$ cat src/rtl/ram_dp_init.sv
// ram_dp_init
// Simple-dual-port synchronous RAM (one write port, one read port, one clock)
// with byte-lane write enables, a registered read carrying a valid flag, a
// selectable read-during-write policy and a hardware clear sweep that writes
// INIT_VALUE to every word after each reset.
//
// Ports:
//   clk            rising-edge clock
//   reset          asynchronous, active-high reset
//   write_enable   write request (ignored while busy)
//   write_address  write address
//   data_in        write data
//   byte_enable    per-byte write mask; bit i gates data_in[8i+7:8i]
//   read_enable    read request (ignored while busy)
//   read_address   read address
//   data_out       registered read data; holds its value between reads
//   read_valid     one-cycle pulse when data_out carries new read data
//   busy           high while the init sweep runs
//   dbg_state      FSM state for observation (0 = INIT, 1 = READY)
//
// Handshake: there is no backpressure. A read is accepted on every rising
// edge where read_enable = 1 and busy = 0; data_out and read_valid = 1 appear
// one edge later. A write is accepted on every rising edge where
// write_enable = 1 and busy = 0. Requests made while busy are dropped.
module ram_dp_init #(
    parameter int unsigned           DATA_WIDTH = 8,
    parameter int unsigned           ADDR_WIDTH = 2,
    parameter int unsigned           RDW_MODE   = 0,
    parameter logic [DATA_WIDTH-1:0] INIT_VALUE = '0
) (
    input  logic                    clk,
    input  logic                    reset,
    input  logic                    write_enable,
    input  logic [ADDR_WIDTH-1:0]   write_address,
    input  logic [DATA_WIDTH-1:0]   data_in,
    input  logic [DATA_WIDTH/8-1:0] byte_enable,
    input  logic                    read_enable,
    input  logic [ADDR_WIDTH-1:0]   read_address,
    output logic [DATA_WIDTH-1:0]   data_out,
    output logic                    read_valid,
    output logic                    busy,
    output logic                    dbg_state
);

    localparam int unsigned DEPTH = 2 ** ADDR_WIDTH;
    localparam int unsigned LANES = DATA_WIDTH / 8;

    typedef enum logic {
        ST_INIT  = 1'b0,
        ST_READY = 1'b1
    } state_e;

    state_e                  state_q, state_d;
    logic [ADDR_WIDTH-1:0]   cnt_q, cnt_d;
    logic [DATA_WIDTH-1:0]   data_out_q, data_out_d;
    logic                    read_valid_q, read_valid_d;

    // Storage is deliberately not reset; the sweep clears it.
    logic [DATA_WIDTH-1:0]   mem [DEPTH];

    logic [DATA_WIDTH-1:0]   wr_merged;
    logic [DATA_WIDTH-1:0]   rd_word;
    logic                    mem_we;
    logic [ADDR_WIDTH-1:0]   mem_waddr;
    logic [DATA_WIDTH-1:0]   mem_wdata;

    // Merged write word: enabled lanes from data_in, the rest from the
    // current contents. A zero mask therefore rewrites the old word.
    always_comb begin
        wr_merged = mem[write_address];
        for (int i = 0; i < LANES; i++) begin
            if (byte_enable[i]) begin
                wr_merged[8*i +: 8] = data_in[8*i +: 8];
            end
        end
    end

    // Read source. The array read is always the pre-write word (read-first);
    // write-first mode forwards the merged word on a same-address collision.
    always_comb begin
        rd_word = mem[read_address];
        if ((RDW_MODE == 1) && write_enable && (write_address == read_address)) begin
            rd_word = wr_merged;
        end
    end

    // Next-state, sweep and port control.
    always_comb begin
        state_d      = state_q;
        cnt_d        = cnt_q;
        data_out_d   = data_out_q;
        read_valid_d = 1'b0;
        mem_we       = 1'b0;
        mem_waddr    = write_address;
        mem_wdata    = wr_merged;

        case (state_q)
            ST_INIT: begin
                mem_we     = 1'b1;
                mem_waddr  = cnt_q;
                mem_wdata  = INIT_VALUE;
                data_out_d = '0;
                if (cnt_q == ADDR_WIDTH'(DEPTH - 1)) begin
                    state_d = ST_READY;
                    cnt_d   = '0;
                end else begin
                    cnt_d = cnt_q + 1'b1;
                end
            end
            ST_READY: begin
                mem_we = write_enable;
                if (read_enable) begin
                    data_out_d   = rd_word;
                    read_valid_d = 1'b1;
                end
            end
            default: begin
                state_d = ST_INIT;
                cnt_d   = '0;
            end
        endcase
    end

    always_ff @(posedge clk) begin
        if (mem_we) begin
            mem[mem_waddr] <= mem_wdata;
        end
    end

    always_ff @(posedge clk or posedge reset) begin
        if (reset) begin
            state_q      <= ST_INIT;
            cnt_q        <= '0;
            data_out_q   <= '0;
            read_valid_q <= 1'b0;
        end else begin
            state_q      <= state_d;
            cnt_q        <= cnt_d;
            data_out_q   <= data_out_d;
            read_valid_q <= read_valid_d;
        end
    end

    assign data_out   = data_out_q;
    assign read_valid = read_valid_q;
    assign busy       = (state_q == ST_INIT);
    assign dbg_state  = state_q;

endmodule
$ cat config.mk
export PLATFORM = sky130hd
export DESIGN_NAME = ram_dp_init
export DESIGN_NICKNAME = d
export VERILOG_FILES = /design/src/rtl/ram_dp_init.sv
export SDC_FILE = /design/constraint.sdc
export NUM_CORES = 1
export LEC_CHECK = 0
export ABC_CLOCK_PERIOD_IN_PS = 2100
export BUFFER_PORTS_ARGS = -buffer_cell sky130_fd_sc_hd__buf_2
export CORE_MARGIN = 2
export CORE_UTILIZATION = 47
export DETAILED_ROUTE_END_ITERATION = 16
export PLACE_DENSITY = 0.77
export SETUP_SLACK_MARGIN = 0.5
export SLEW_MARGIN = 20
export SYNTH_ARGS = -nofsm -noshare
export SYNTH_HDL_FRONTEND = slang
export SYNTH_SLANG_ARGS = --single-unit
$ cat constraint.sdc
create_clock -name clk -period 2.1 [get_ports clk]
set_input_delay 0.315 -clock clk [delete_from_list [all_inputs] [get_ports clk]]
set_output_delay 0.315 -clock clk [all_outputs]
set_load 0.01 [all_outputs]
=== Word-level counts from Yosys, hierarchy flattened ===
Memory sizes are Yosys's and may differ from the RTL's.
Cells that the tools add are included.

* Flip-flop bits (word level): 12
* Latch bits: 0
* Memory bits (writable): 32
* Bits in read-only memories: 0
* Input port bits: 17
* Output and inout port bits: 11
* Logic and storage cells: 22
* Memories: 1

{| class="wikitable"
|+ Memories
! name !! depth !! bits a word !! read ports !! clocked after memory_dff !! write ports !! line !! RTL
|-
| mem || 4 || 8 || 2 || 0 || 1 || 59 || <nowiki>logic [DATA_WIDTH-1:0] mem [DEPTH];</nowiki>
|}

* $add $sub $neg: 1
* Multipliers: 0
* Div/mod/pow operators: 0
* $lt $le $gt $ge: 0
* Equality and inequality tests: 2
* Shift-type cells: 0
* Mux-type cells: 13
* Bitwise logic cells: 1
* Reduce and logical (&&, ||, !) cells: 0

{| class="wikitable"
|+ Operator list
! operator !! count
|-
| 2-to-1 mux 8 bit || 3
|-
| one-hot mux 8 bit (2 select lines) || 1
|-
| 2-to-1 mux 1 bit || 6
|-
| 2-to-1 mux 2 bit || 2
|-
| adder 2 x 1 -> 2 bit, second input constant || 1
|-
| equality test 2 bit, second input constant || 1
|-
| != test 2 bit, second input constant || 1
|-
| one-hot mux 1 bit (2 select lines) || 1
|-
| inverter 1 bit || 1
|}

=== Depth between registers and ports, before layout ===
* Depth after elaboration: 4
* Depth in mapped cells: 4
* Mapped depth without buffers: 3

=== Worst setup path before layout ===
Ideal clock, no wire load.

* Path kind: input -> register
* Start point: in write_address[1]
* End point: mem mem[3][0], enable pin
* Library setup time: 388 ps
* Arrival time: 1,519 ps
* Data required time: 1,712 ps
* Slack: 194 ps
* Cell stages on the path: 4
* Buffers on the path: 2
* Path through: buf_4 > buf_4 > inv_1 > o32ai_1

* Word-level cells in the longest chain between the ends: 1

{| class="wikitable"
|+ RTL lines
! element !! line !! RTL
|-
| start, declared || 34 || <nowiki>input logic [ADDR_WIDTH-1:0] write_address,</nowiki>
|-
| 2-to-1 mux 2 bit || 97 || <nowiki>case (state_q)</nowiki>
|-
| end, declared || 59 ||
|}

No other way between the ends.

=== Worst setup path in the final report ===
* Start point: reg state_q, in the netlist dbg_state
* End point: mem mem[2][1], data pin

* Word-level cells in the longest chain between the ends: 1

{| class="wikitable"
|+ RTL lines
! element !! line !! RTL
|-
| start, declared || 53 || <nowiki>state_e state_q, state_d;</nowiki>
|-
| start signal, assigned || 137 || <nowiki>state_q <= state_d;</nowiki>
|-
| 2-to-1 mux 8 bit || 97 ||
|-
| net mem_wdata[1] || 65 || <nowiki>logic [DATA_WIDTH-1:0] mem_wdata;</nowiki>
|}

The timed path passes the listed nets, and every way through them passes these cells.

==> out/metrics.csv <==
metric;value;unit
status;complete, no violations;
utilization;0.600;
cp-end-kind;register;
fin_cells;224;
area_growth;19.9;%
remaining_drc_errors;0;
final-max-slew-violation-count;0;
startpoint_type;register;
synth_common_cells;edfxtp_1, mux2i_1, o221ai_1, dfrtp_1, nand3b_1;
die_area;4890;um2
fmaxAchievable;659;MHz
cts_buffers;5;
core_area;4090;um2
initial_core_util;0.500;
cts_root_buf;clkbuf_8;
ir_drop;0.411;mV
powerDensity;762;nW/um2
dieWidth;70.0;um
place_ws;0.374;ns
placed_cells;211;
rrSetupSlack;0.58;ns
path_class;register to register;
routed_wl;4750;um
critical_path_arrival;1.60;ns
wl_per_cell;21.2;um
drv_cap;0;
gr-usage-all-layers;0.203;
synth_xor_area_frac;0;
gp_congestion;0.806;
netlist.area_leader.share;0.470;
drt-initial-drc-count;144;
synth.net_count;158;
yosys.area.top_type;edfxtp_1;
synth_mux_area_frac;0.162;
synthCells;140;
critPathMaxFanout;11;
synthFlopType;edfxtp_1;
num_vias;1356;
grt_overflow;0;
static-leakage-power;0.998;nW
viasPerCell;6.05;
min_path_type;input pin to asynchronous set/reset pin;
num-nets-final;191;
holdBufCountCts;0;
antenna_found_initial;0;
clkSlewWorstSetupHoldPaths;0.09;ns
firstDrtPassIters;4;
cp-endpoint;mem[2][1]$_DFFE_PP_;
worst_r2r_path_depth;4;
synth_area;2040;um2
io_buffers;27;
yosysSeqAreaShare;0.617;
maxSlewHeadroom;0.645;
fin_area;2450;um2
rsz0062_at_grt;false;
setup_viol;0;
synth_adder_area_share;0.00612;
max_slew.worst_pin.slew;0.532;ns
layout_setup_ws;0.582;ns
synth-edff-count;32;
clk_latency;0.30;ns
grt_max_degree;17;
synthDistinctLibCells;24;
antenna_cells;0;
fillers;306;
syn_avg_cell_area;14.6;um2
crit_start;dbg_state$_DFF_PP0_;
synth_top_family_by_area;multiplexers;
cts_tree;yes;
htree_levels;2;
antenna_left;0;
clk_path_buf_depth;2;
yosys-top-cells-area;edfxtp_1, mux2i_1, dfrtp_1;
hold_viol;0;
place_area;2240;um2
required;2.18;ns
die_h;70.0;um
synth_warnings;0;
tns;0;ns
fin_crit;1.52;ns
first_global_vias;1414;
synth_compound_area_frac;0.0924;
ys_ff_latch;44;
skew;0.0117;ns
synthArstFlopShare;0.273;
synth-simple-area-share;0.0808;
timing.rr.end;mem[2][1]$_DFFE_PP_;
reg2reg_from;dbg_state$_DFF_PP0_;
row_count;23;
grt_pass1_wl;7440;um
dpl.hpwl;3150;um
cts.sinks;44;
period_share;0.723;
drive_above_1_share;0.333;
io_pins;28;
[through the flow]
stage | power [mW] | hold slack [ns]
6_report | 1.87 | 0.0369
3_3_place_gp | 1.21 | 0.358
5_1_grt | 1.96 | 0.0578
3_5_place_dp | 1.22 | 0.368
4_1_cts | 1.87 | 0.0462
2_1_floorplan | 1.15 | 0.180
[power by group]
part	internal, mW	total (mW)	switching (mW)
Clock	0.352	0.646	0.294
Combinational	0.0929	0.215	0.122
Sequential	0.985	1.01	0.0205
Total	1.43	1.87	0.437
[critical path: stages, from the launching register on]
cell and delay [ns]:
dfrtp_2 0.47, buf_4 0.19, nand3b_1 0.12, buf_4 0.21, o221ai_1 0.32
[final cells by class]
type / count / area (um2) / share of cell area
clock inverters: 3 / 42.5 / 0.0174
repair buffers: 36 / 228 / 0.0929
inverters: 4 / 15.0 / 0.00613
clock buffers: 5 / 68.8 / 0.0281
multi-input cells: 82 / 772 / 0.315
flip-flops and latches: 44 / 1260 / 0.515
well taps: 50 / 62.6 / 0.0255
[cell families (layout without fill, tap and decap cells)]
family | Yosys count | count (layout)
AOI/OAI and AO/OA | 21 | 21
DFF | 44 | 44
buffers and inverters | 14 | 48
adders and majority gates | 1 | 1
and+or+nand+nor | 27 | 27
muxes | 33 | 33
[state kept, by name, summed over array words and instances (netlist names)]
name        count
dbg_state       1
cnt_q           2
data_out        8
mem            32
read_valid      1
[what timing repair did]
action                     CTS  global route
pin swaps                    3             0
resized for setup            5             4
setup endpoints to repair   64            32
buffers inserted             5             0
[cell usage in the layout (no fill, tap or decap), drive strengths merged]
master,synthesis,routed
nand3b,10,10
inv,4,4
o32ai,2,2
nor2b,1,1
edfxtp,32,32
o221ai,16,16
nand2b,1,1
a32o,2,2
or3b,1,1
nand2,2,2
clkinvlp,0,1
mux2i,32,32
or2,1,1
bufinv,0,1
buf,8,36
ha,1,1
nand3,9,9
o21ai,1,1
mux2,1,1
clkinv,0,1
and2,1,1
nor2,1,1
dfrtp,12,12
clkbuf,2,5
[worst min-delay path by stage]
stage                         endpoint  depth (start not counted)  slack, ns  startpoint
2_1_floorplan     cnt_q[0]$_DFFE_PP0N_                          1       0.18       reset
6_report       data_out[1]$_DFFE_PP0P_                          2       0.04       reset
5_1_grt        data_out[6]$_DFFE_PP0P_                          2       0.06       reset
4_1_cts        data_out[1]$_DFFE_PP0P_                          2       0.05       reset
3_5_place_dp   data_out[4]$_DFFE_PP0P_                          2       0.37       reset
3_3_place_gp      cnt_q[0]$_DFFE_PP0N_                          2       0.36       reset
[metal layers]
layer	up-vias	routed length, um	track usage
li1	624	-	-
met2	43	2530	0.372
met5	-	0	0
met4	0	27	0.0556
met1	687	1960	0.236
met3	2	224	0.0491
No activity file was read; power rests on OpenSTA's default activity.
